File: config.mk
export PLATFORM = sky130hd
export DESIGN_NAME = usbfs_ep_in_tx
export DESIGN_NICKNAME = d
export VERILOG_FILES = /design/src/rtl/usbfs_ep_in_tx.sv
export SDC_FILE = /design/constraint.sdc
export NUM_CORES = 1
export LEC_CHECK = 0
export BUFFER_PORTS_ARGS = -buffer_cell sky130_fd_sc_hd__buf_2
export CAP_MARGIN = 20
export CORE_ASPECT_RATIO = 1.1
export CORE_MARGIN = 4
export CORE_UTILIZATION = 58
export DETAILED_ROUTE_END_ITERATION = 16
export HOLD_SLACK_MARGIN = 0.02
export MAX_ROUTING_LAYER = met4
export PLACE_DENSITY = 0.78
export SYNTH_ARGS = -nofsm -noshare
export SYNTH_HDL_FRONTEND = slang
export SYNTH_SLANG_ARGS = --single-unit
File: constraint.sdc
create_clock -name i_clk_48MHz -period 3.15 [get_ports i_clk_48MHz]
set_clock_uncertainty 0.2 [all_clocks]
set_input_delay 0.945 -clock i_clk_48MHz [delete_from_list [all_inputs] [get_ports i_clk_48MHz]]
set_output_delay 0.945 -clock i_clk_48MHz [all_outputs]
set_load 0.005 [all_outputs]
File: src/rtl/usbfs_ep_in_tx.sv
`default_nettype none
// ============================================================================
// Module      : usbfs_ep_in_tx
// Description : USB full-speed IN endpoint transmit controller. Collects
//               application bytes into a local packet buffer, answers host IN
//               tokens with DATA0/DATA1, NAK or STALL, copies the packet into
//               the transmitter's buffer, and keeps the data for retry until
//               the host ACKs it.
// Ports       : i_clk_48MHz      - sole clock
//               i_rst            - synchronous active-high reset
//               i_strobe_12MHz   - bit-rate strobe (one cycle wide)
//               i_inToken        - IN token for this endpoint (pulse)
//               i_ack / i_timeout- host handshake outcome (pulses)
//               i_setup          - SETUP transaction received (pulse)
//               i_stall          - endpoint halted (level)
//               i_valid/o_ready/i_data - application byte stream
//               o_txValid/i_txReady/o_txPid - packet request to transmitter
//               o_txWrEn/o_txWrIdx/o_txWrByte - transmitter buffer write port
//               i_txEopDone      - transmitter finished EOP
//               o_busy           - controller not idle
// Revision    : 1.0 - initial release
// ============================================================================
module usbfs_ep_in_tx #(
    parameter int  MAX_PKT = 8,
    localparam int IDX_W   = $clog2(MAX_PKT),
    localparam int CNT_W   = $clog2(MAX_PKT + 1)
) (
    input  logic             i_clk_48MHz,
    input  logic             i_rst,
    input  logic             i_strobe_12MHz,
    input  logic             i_inToken,
    input  logic             i_ack,
    input  logic             i_timeout,
    input  logic             i_setup,
    input  logic             i_stall,
    input  logic             i_valid,
    output logic             o_ready,
    input  logic [7:0]       i_data,
    output logic             o_txValid,
    input  logic             i_txReady,
    output logic [3:0]       o_txPid,
    output logic             o_txWrEn,
    output logic [IDX_W-1:0] o_txWrIdx,
    output logic [7:0]       o_txWrByte,
    input  logic             i_txEopDone,
    output logic             o_busy
);

    localparam logic [3:0]       c_PID_DATA0 = 4'b0011;
    localparam logic [3:0]       c_PID_DATA1 = 4'b1011;
    localparam logic [3:0]       c_PID_NAK   = 4'b1010;
    localparam logic [3:0]       c_PID_STALL = 4'b1110;
    localparam logic [CNT_W-1:0] c_MAX_CNT   = CNT_W'(MAX_PKT);

    typedef enum logic [2:0] {
        IDLE     = 3'd0,
        COPY     = 3'd1,
        SEND     = 3'd2,
        WAIT_EOP = 3'd3,
        WAIT_HS  = 3'd4
    } state_t;

    state_t           r_state;
    logic [CNT_W-1:0] r_cnt;
    logic [CNT_W-1:0] r_copyIdx;
    logic             r_toggle;
    logic             r_isData;
    logic [7:0]       r_buf [MAX_PKT];

    state_t           w_stateNext;
    logic [CNT_W-1:0] w_cntNext;
    logic [CNT_W-1:0] w_copyIdxNext;
    logic             w_toggleNext;
    logic             w_isDataNext;
    logic [3:0]       w_pidNext;
    logic             w_txValidNext;
    logic             w_wrEnNext;
    logic [IDX_W-1:0] w_wrIdxNext;
    logic [7:0]       w_wrByteNext;
    logic             w_busyNext;
    logic             w_push;

    // Bytes are only taken while idle, and never in a cycle that also starts
    // a transaction, so the count sampled for the pid choice is stable.
    assign o_ready = (r_state == IDLE) && (r_cnt < c_MAX_CNT) && !i_inToken && !i_setup;
    assign w_push  = i_valid && o_ready;

    always_ff @(posedge i_clk_48MHz) begin
        if (w_push) begin
            r_buf[r_cnt[IDX_W-1:0]] <= i_data;
        end
    end

    always_ff @(posedge i_clk_48MHz) begin
        if (i_rst) begin
            r_state    <= IDLE;
            r_cnt      <= '0;
            r_copyIdx  <= '0;
            r_toggle   <= 1'b0;
            r_isData   <= 1'b0;
            o_txPid    <= c_PID_DATA0;
            o_txValid  <= 1'b0;
            o_txWrEn   <= 1'b0;
            o_txWrIdx  <= '0;
            o_txWrByte <= '0;
            o_busy     <= 1'b0;
        end else begin
            r_state    <= w_stateNext;
            r_cnt      <= w_cntNext;
            r_copyIdx  <= w_copyIdxNext;
            r_toggle   <= w_toggleNext;
            r_isData   <= w_isDataNext;
            o_txPid    <= w_pidNext;
            o_txValid  <= w_txValidNext;
            o_txWrEn   <= w_wrEnNext;
            o_txWrIdx  <= w_wrIdxNext;
            o_txWrByte <= w_wrByteNext;
            o_busy     <= w_busyNext;
        end
    end

    always_comb begin
        w_stateNext   = r_state;
        w_cntNext     = w_push ? r_cnt + CNT_W'(1) : r_cnt;
        w_copyIdxNext = r_copyIdx;
        w_toggleNext  = r_toggle;
        w_isDataNext  = r_isData;
        w_pidNext     = o_txPid;
        w_txValidNext = o_txValid;
        w_wrEnNext    = 1'b0;
        w_wrIdxNext   = o_txWrIdx;
        w_wrByteNext  = o_txWrByte;

        if (i_setup) begin
            // SETUP resets the data toggle to DATA1 and discards any pending
            // packet, whatever else happens in this cycle.
            w_stateNext   = IDLE;
            w_cntNext     = '0;
            w_toggleNext  = 1'b1;
            w_txValidNext = 1'b0;
        end else begin
            case (r_state)
                IDLE: begin
                    if (i_inToken) begin
                        if (i_stall) begin
                            w_pidNext     = c_PID_STALL;
                            w_isDataNext  = 1'b0;
                            w_stateNext   = SEND;
                            w_txValidNext = 1'b1;
                        end else if (r_cnt == '0) begin
                            w_pidNext     = c_PID_NAK;
                            w_isDataNext  = 1'b0;
                            w_stateNext   = SEND;
                            w_txValidNext = 1'b1;
                        end else begin
                            w_pidNext     = r_toggle ? c_PID_DATA1 : c_PID_DATA0;
                            w_isDataNext  = 1'b1;
                            w_stateNext   = COPY;
                            w_copyIdxNext = '0;
                        end
                    end
                end
                COPY: begin
                    if (r_copyIdx < r_cnt) begin
                        w_wrEnNext    = 1'b1;
                        w_wrIdxNext   = r_copyIdx[IDX_W-1:0];
                        w_wrByteNext  = r_buf[r_copyIdx[IDX_W-1:0]];
                        w_copyIdxNext = r_copyIdx + CNT_W'(1);
                    end else begin
                        w_stateNext   = SEND;
                        w_txValidNext = 1'b1;
                    end
                end
                SEND: begin
                    if (i_strobe_12MHz && i_txReady && o_txValid) begin
                        w_stateNext   = WAIT_EOP;
                        w_txValidNext = 1'b0;
                    end
                end
                WAIT_EOP: begin
                    if (i_txEopDone) begin
                        w_stateNext = r_isData ? WAIT_HS : IDLE;
                    end
                end
                WAIT_HS: begin
                    if (i_ack) begin
                        w_cntNext    = '0;
                        w_toggleNext = ~r_toggle;
                        w_stateNext  = IDLE;
                    end else if (i_timeout) begin
                        // Buffer, count and toggle stay put for the retry.
                        w_stateNext  = IDLE;
                    end
                end
                default: begin
                    w_stateNext   = IDLE;
                    w_txValidNext = 1'b0;
                end
            endcase
        end

        w_busyNext = (w_stateNext != IDLE);
    end

endmodule
`default_nettype wire

=== Yosys cells after proc, flatten, opt, wreduce, memory -nomap -nowiden ===
Memories as Yosys holds them, arrays and structs flattened. A register that Yosys moved wholly into a read port is not among the register bits.
Index checks and enable logic that the tools add are counted.

* Equality and inequality tests: 11
* Reductions and logical operators: 22
* Muxes and demuxes: 36
* Div/mod/pow operators: 0
* $mul: 0
* Bitwise logic cells: 4
* $lt $le $gt $ge: 2
* $add $sub $neg: 2
* Shift operators: 0

{| class="wikitable"
|+ Operators by type and width
! operator !! count
|-
| 4-bit two-way mux || 10
|-
| 3-bit two-way mux || 8
|-
| 3-bit case mux with 5 select lines || 1
|-
| 1-bit two-way mux || 13
|-
| 2-bit != test (second input constant) || 6
|-
| 4-bit by 1-bit adder with 4-bit output (second input constant) || 2
|-
| 4-bit case mux with 2 select lines || 1
|-
| 3-bit by 2-bit == test with 1-bit output (second input constant) || 2
|-
| 1-bit logical AND || 6
|-
| 3-bit AND reduction || 2
|-
| 6-bit AND reduction || 1
|-
| 2-bit nonzero test || 3
|-
| 5-bit AND reduction || 1
|-
| 4-bit logical NOT || 1
|-
| 4-bit less-than comparator || 1
|-
| 4-bit less-than comparator (second input constant) || 1
|-
| 2-bit two-way mux || 2
|-
| 1-bit inverter || 4
|-
| 1-bit case mux with 4 select lines || 1
|-
| 2-bit OR reduction || 2
|-
| 3-bit by 1-bit == test with 1-bit output (second input constant) || 1
|-
| 3-bit == test (second input constant) || 1
|-
| 3-bit logical NOT || 1
|-
| 3-bit by 2-bit != test with 1-bit output (second input constant) || 1
|-
| 4 further kinds || 5
|}

* Input port bits: 19
* Register bits: 23
* Memories: 1
* Bits in read-only memories: 0
* Output and inout port bits: 19
* Memory bits (writable): 64
* Latch bits: 0
* Word-level logic and storage cells: 88

{| class="wikitable"
|+ Memory list
! name !! words !! width !! rd ports !! clocked after Yosys merged registers in !! wr ports !! line !! source
|-
| r_buf || 8 || 8 || 1 || 1 || 1 || 68 || <nowiki>logic [7:0] r_buf [MAX_PKT];</nowiki>
|}

=== Depth between registers and ports, before layout ===
* Depth in word-level cells: 8
* Gate-level depth with buffers: 8
* Depth with buffers taken out: 7

=== Worst setup path after synthesis ===
No wires, ideal clock.

* Path type: input -> register
* Start: in i_setup
* End: mem r_buf[0][0], enable pin
* Data required time: 2.567 ns
* Arrival: 2.429 ns
* Slack: 0.138 ns
* Setup time: 0.383 ns
* Buffers on the path: 0
* Stages on the path: 4
* Cells stage by stage: or3_4 > nor4_4 > nand3_1 > nor3_1

* Cells in the longest elaborated chain, start to end: 5

{| class="wikitable"
|+ RTL lines
! what !! line !! source
|-
| start, declared || 34 || <nowiki>input logic i_setup,</nowiki>
|-
| 1-bit logical NOT || 85 || <nowiki>assign o_ready = (r_state == IDLE) && (r_cnt < c_MAX_CNT) && !i_inToken && !i_setup;</nowiki>
|-
| 1-bit logical AND || 85 ||
|-
| net o_ready || 37 || <nowiki>output logic o_ready,</nowiki>
|-
| 1-bit logical AND || 86 || <nowiki>assign w_push = i_valid && o_ready;</nowiki>
|-
| 1-bit two-way mux || 89 || <nowiki>if (w_push) begin</nowiki>
|-
| 1-bit two-way mux (implied by the code) || 90 || <nowiki>r_buf[r_cnt[IDX_W-1:0]] <= i_data;</nowiki>
|-
| end, declared || 68 ||
|}

The timed path passes the listed nets, and every way through them passes these cells.

=== Final worst setup path ===
* Start: in i_setup
* End: out o_ready

* Cells in the longest elaborated chain, start to end: 2

{| class="wikitable"
|+ RTL lines
! what !! line
|-
| 1-bit logical NOT || 85
|-
| 1-bit logical AND || 85
|-
| end, declared || 37
|}

Every way passes these cells.

==> flow_summary_export.csv <==
group,metric,value,unit
cts,cts_resized,0,
pwr,p_leak,1.493,nW
sta,rsz0062_at_grt,"false",
sta,fmax,0.3366,GHz
synth,synthAdderAreaFrac,1.942,%
cts,cts-root-buf,"clkbuf_8",
synth,synth_compound_area_share,7.640,%
detailed_routing,wl_per_cell,19.10,um
pwr,peakVddDrop,521.7,uV
hold_path,hp-class,"register to register",
floorplanning,core_area,6306,um2
critical_path,worstSetupPathType,"input port to output pin",
global_routing,grt.total_usage,21.92,%
cts,clockBufferDepth,2,
pwr,power_density,520.1,nW/um2
synth,ys_ff_latch,94,
cts,clock_sinks,94,
critical_path,cp.arrival,1.83,ns
synth,synth-edff-count,64,
floorplanning,fp.dieW,85.83,um
sta,finalMaxSlewViolations,0,
cts,cts.htree.levels,3,
run_status,status,"finished clean",
detailed_routing,ant_nets,0,
synth,synthCells,274,
sta,worst_pin_slew,0.6516,ns
finish,nets,345,
global_routing,grt_max_degree,26,
critical_path,worst_ep_required_time,2.00,ns
finish,layout-drive-gt1-share,26.15,%
detailed_routing,drc,0,
place,post-place-ws,0.1705,ns
place,io_buffers,36,
detailed_routing,drt_iter0_markers,170,
finish,num_antenna_cells,0,
sta,fin_ws,0.1792,ns
global_routing,grt_pass1_vias,2385,
cts,cts_setup_buffers,0,
sta,fin_crit,2.971,ns
floorplanning,start_util,61.29,%
synth,syn_area_per_cell,14.11,um2
cts,tritoncts,"done",
synth,async_flop_share,0,%
floorplanning,fp.dieH,93.62,um
critical_path,path_cells,"buf_2 > or3_4 > nor4_4 > buf_2",
place,gp_congestion,0.8424,
finish,final_common_cell,"edfxtp_1",
critical_path,max_stage_delay,0.41,ns
global_routing,grt_overflow,0,
synth,netlist_area,3865,um2
place,placed_area,4170,um2
synth,synth.mux.area_fraction,11.40,%
synth,syn-num-nets,299,
critical_path,crit_path_max_fanout,7,
floorplanning,ioPinCount,38,
synth,synth_flop_cell,"edfxtp_1",
cts,cts_made_buffers,9,
critical_path,endpoint_kind,"output pin",
synth,ys_types,44,
sta,holdWs,0.2456,ns
synth,synth-simple-area-share,10.84,%
cts,clk_latency,0.36,ns
cts,hold_buffers,0,
critical_path,crit_top_cell,"buf_2",
sta,hold_viol_final,0,
finish,final_cell_mix,"edfxtp_1, buf_2, nor2_1",
sta,tns,0,ns
global_routing,antenna_found_initial,0,
global_routing,grt_pass1_wl,12.76,mm
detailed_routing,vias,2406,
run,cap_violations,0,
sta,setup_viol,0,
detailed_routing,wl,7.736,mm
floorplanning,dieArea,8035,um2
synth,seq_area_frac_synth,65.26,%
pwr,power,2.284,mW
synth,yosys.area_share.xor_xnor,0.4532,%
place,dp_hpwl,5.542,mm
sta,fin_crit_sh,94.31,%
finish,design_area,4392,um2
finish,syn2layout_area_growth,13.63,%
detailed_routing,firstDrtPassIters,4,
detailed_routing,viasPerCell,5.941,
synth,yosys_warnings,0,
critical_path,startpoint_type,"input port",
sta,maxSlewHeadroom,56.56,%
critical_path,crit_slowest_cell,"or3_4",
cts,cts.clk_slew.worst_paths,0.09,ns
floorplanning,rows,30,
synth,synth_top_family_by_area,"multiplexers",
-- worst max-delay path, delay by kind of cell --
kind | cells | cell delay, ns
simple gates | 2 | 0.57
buf+inv | 2 | 0.31
-- through the flow --
step | utilization (%) | instances
after floorplan | - | 274
after global placement | 66.13 | 389
after detailed placement | 66.13 | 389
after CTS | 69.64 | 405
after global routing | 69.64 | 405
final | 69.64 | 405
-- flip-flops by register name (all words and copies together), names as in the netlist, 3 cells and up --
signal and count:
o_txPid 3, r_buf 64, o_txWrByte 8, o_txWrIdx 3, r_state 3, r_copyIdx 4, r_cnt 4
-- layer usage --
layer	global-route usage [%]	routed length (um)	vias to the layer above
li1	-	-	1130
met1	29.30	3327	1166
met2	33.03	3693	98
met3	4.317	571	12
met4	9.367	144	0
met5	-	0	-
-- cell usage after synthesis (3+ instances only) --
cell | count | share of area, %
mux4_2 | 16 | 9.3
nand4_1 | 3 | 0.49
a211oi_1 | 8 | 1.6
inv_1 | 5 | 0.49
o21ai_0 | 5 | 0.65
nand3_1 | 9 | 1.2
edfxtp_1 | 64 | 50
nor3_1 | 5 | 0.65
nor3b_1 | 3 | 0.58
nor2_1 | 33 | 3.2
clkbuf_1 | 7 | 0.68
mux2i_1 | 8 | 2.1
a21oi_1 | 9 | 1.2
buf_2 | 4 | 0.52
dfxtp_1 | 30 | 16
ha_1 | 6 | 1.9
nand2_1 | 26 | 2.5
-- path summary, 6_finish.rpt --
kind	to	cells past startpoint	startpoint	slack [ns]
worst max-delay path	o_ready	4	i_setup	0.18
worst min-delay path	o_txPid[0]$_SDFFE_PP1P_	2	o_txPid[0]$_SDFFE_PP1P_	0.25
worst max register to register	o_txWrByte[2]$_SDFFE_PP0P_	6	r_cnt[1]$_SDFF_PP0_	0.43
worst min register to register	o_txPid[0]$_SDFFE_PP1P_	2	o_txPid[0]$_SDFFE_PP1P_	0.25
-- where the power goes --
| part | switching [mW] | internal (mW) | leakage, nW | total, mW |
|---|---|---|---|---|
| sequential | 0.00547 | 1.32 | 0.819 | 1.33 |
| combinational | 0.0496 | 0.0289 | 0.561 | 0.0785 |
| clock | 0.425 | 0.451 | 0.113 | 0.877 |
| total | 0.480 | 1.80 | 1.49 | 2.28 |
-- cell type report --
| cell class | instances | area [um2] |
|---|---|---|
| clock inverters | 7 | 97.59 |
| multi-input cells | 161 | 1251 |
| fillers | 447 | 1914 |
| well taps | 80 | 100.1 |
| inverters | 5 | 18.77 |
| clock buffers | 9 | 123.9 |
| repair buffers | 49 | 277.8 |
| flip-flops and latches | 94 | 2522 |
-- cells by family (layout without fill, tap and decap cells) --
family                   after synthesis  in the layout
flip-flops                            94             94
AND/OR/NAND/NOR                       89             89
AO/OA/AOI/OAI                         39             39
multiplexers                          24             24
buffers and inverters                 19             70
adder cells (fa/ha/maj)                6              6
XOR/XNOR                               2              2
other                                  1              1
Power figures use the tool's default switching activity.
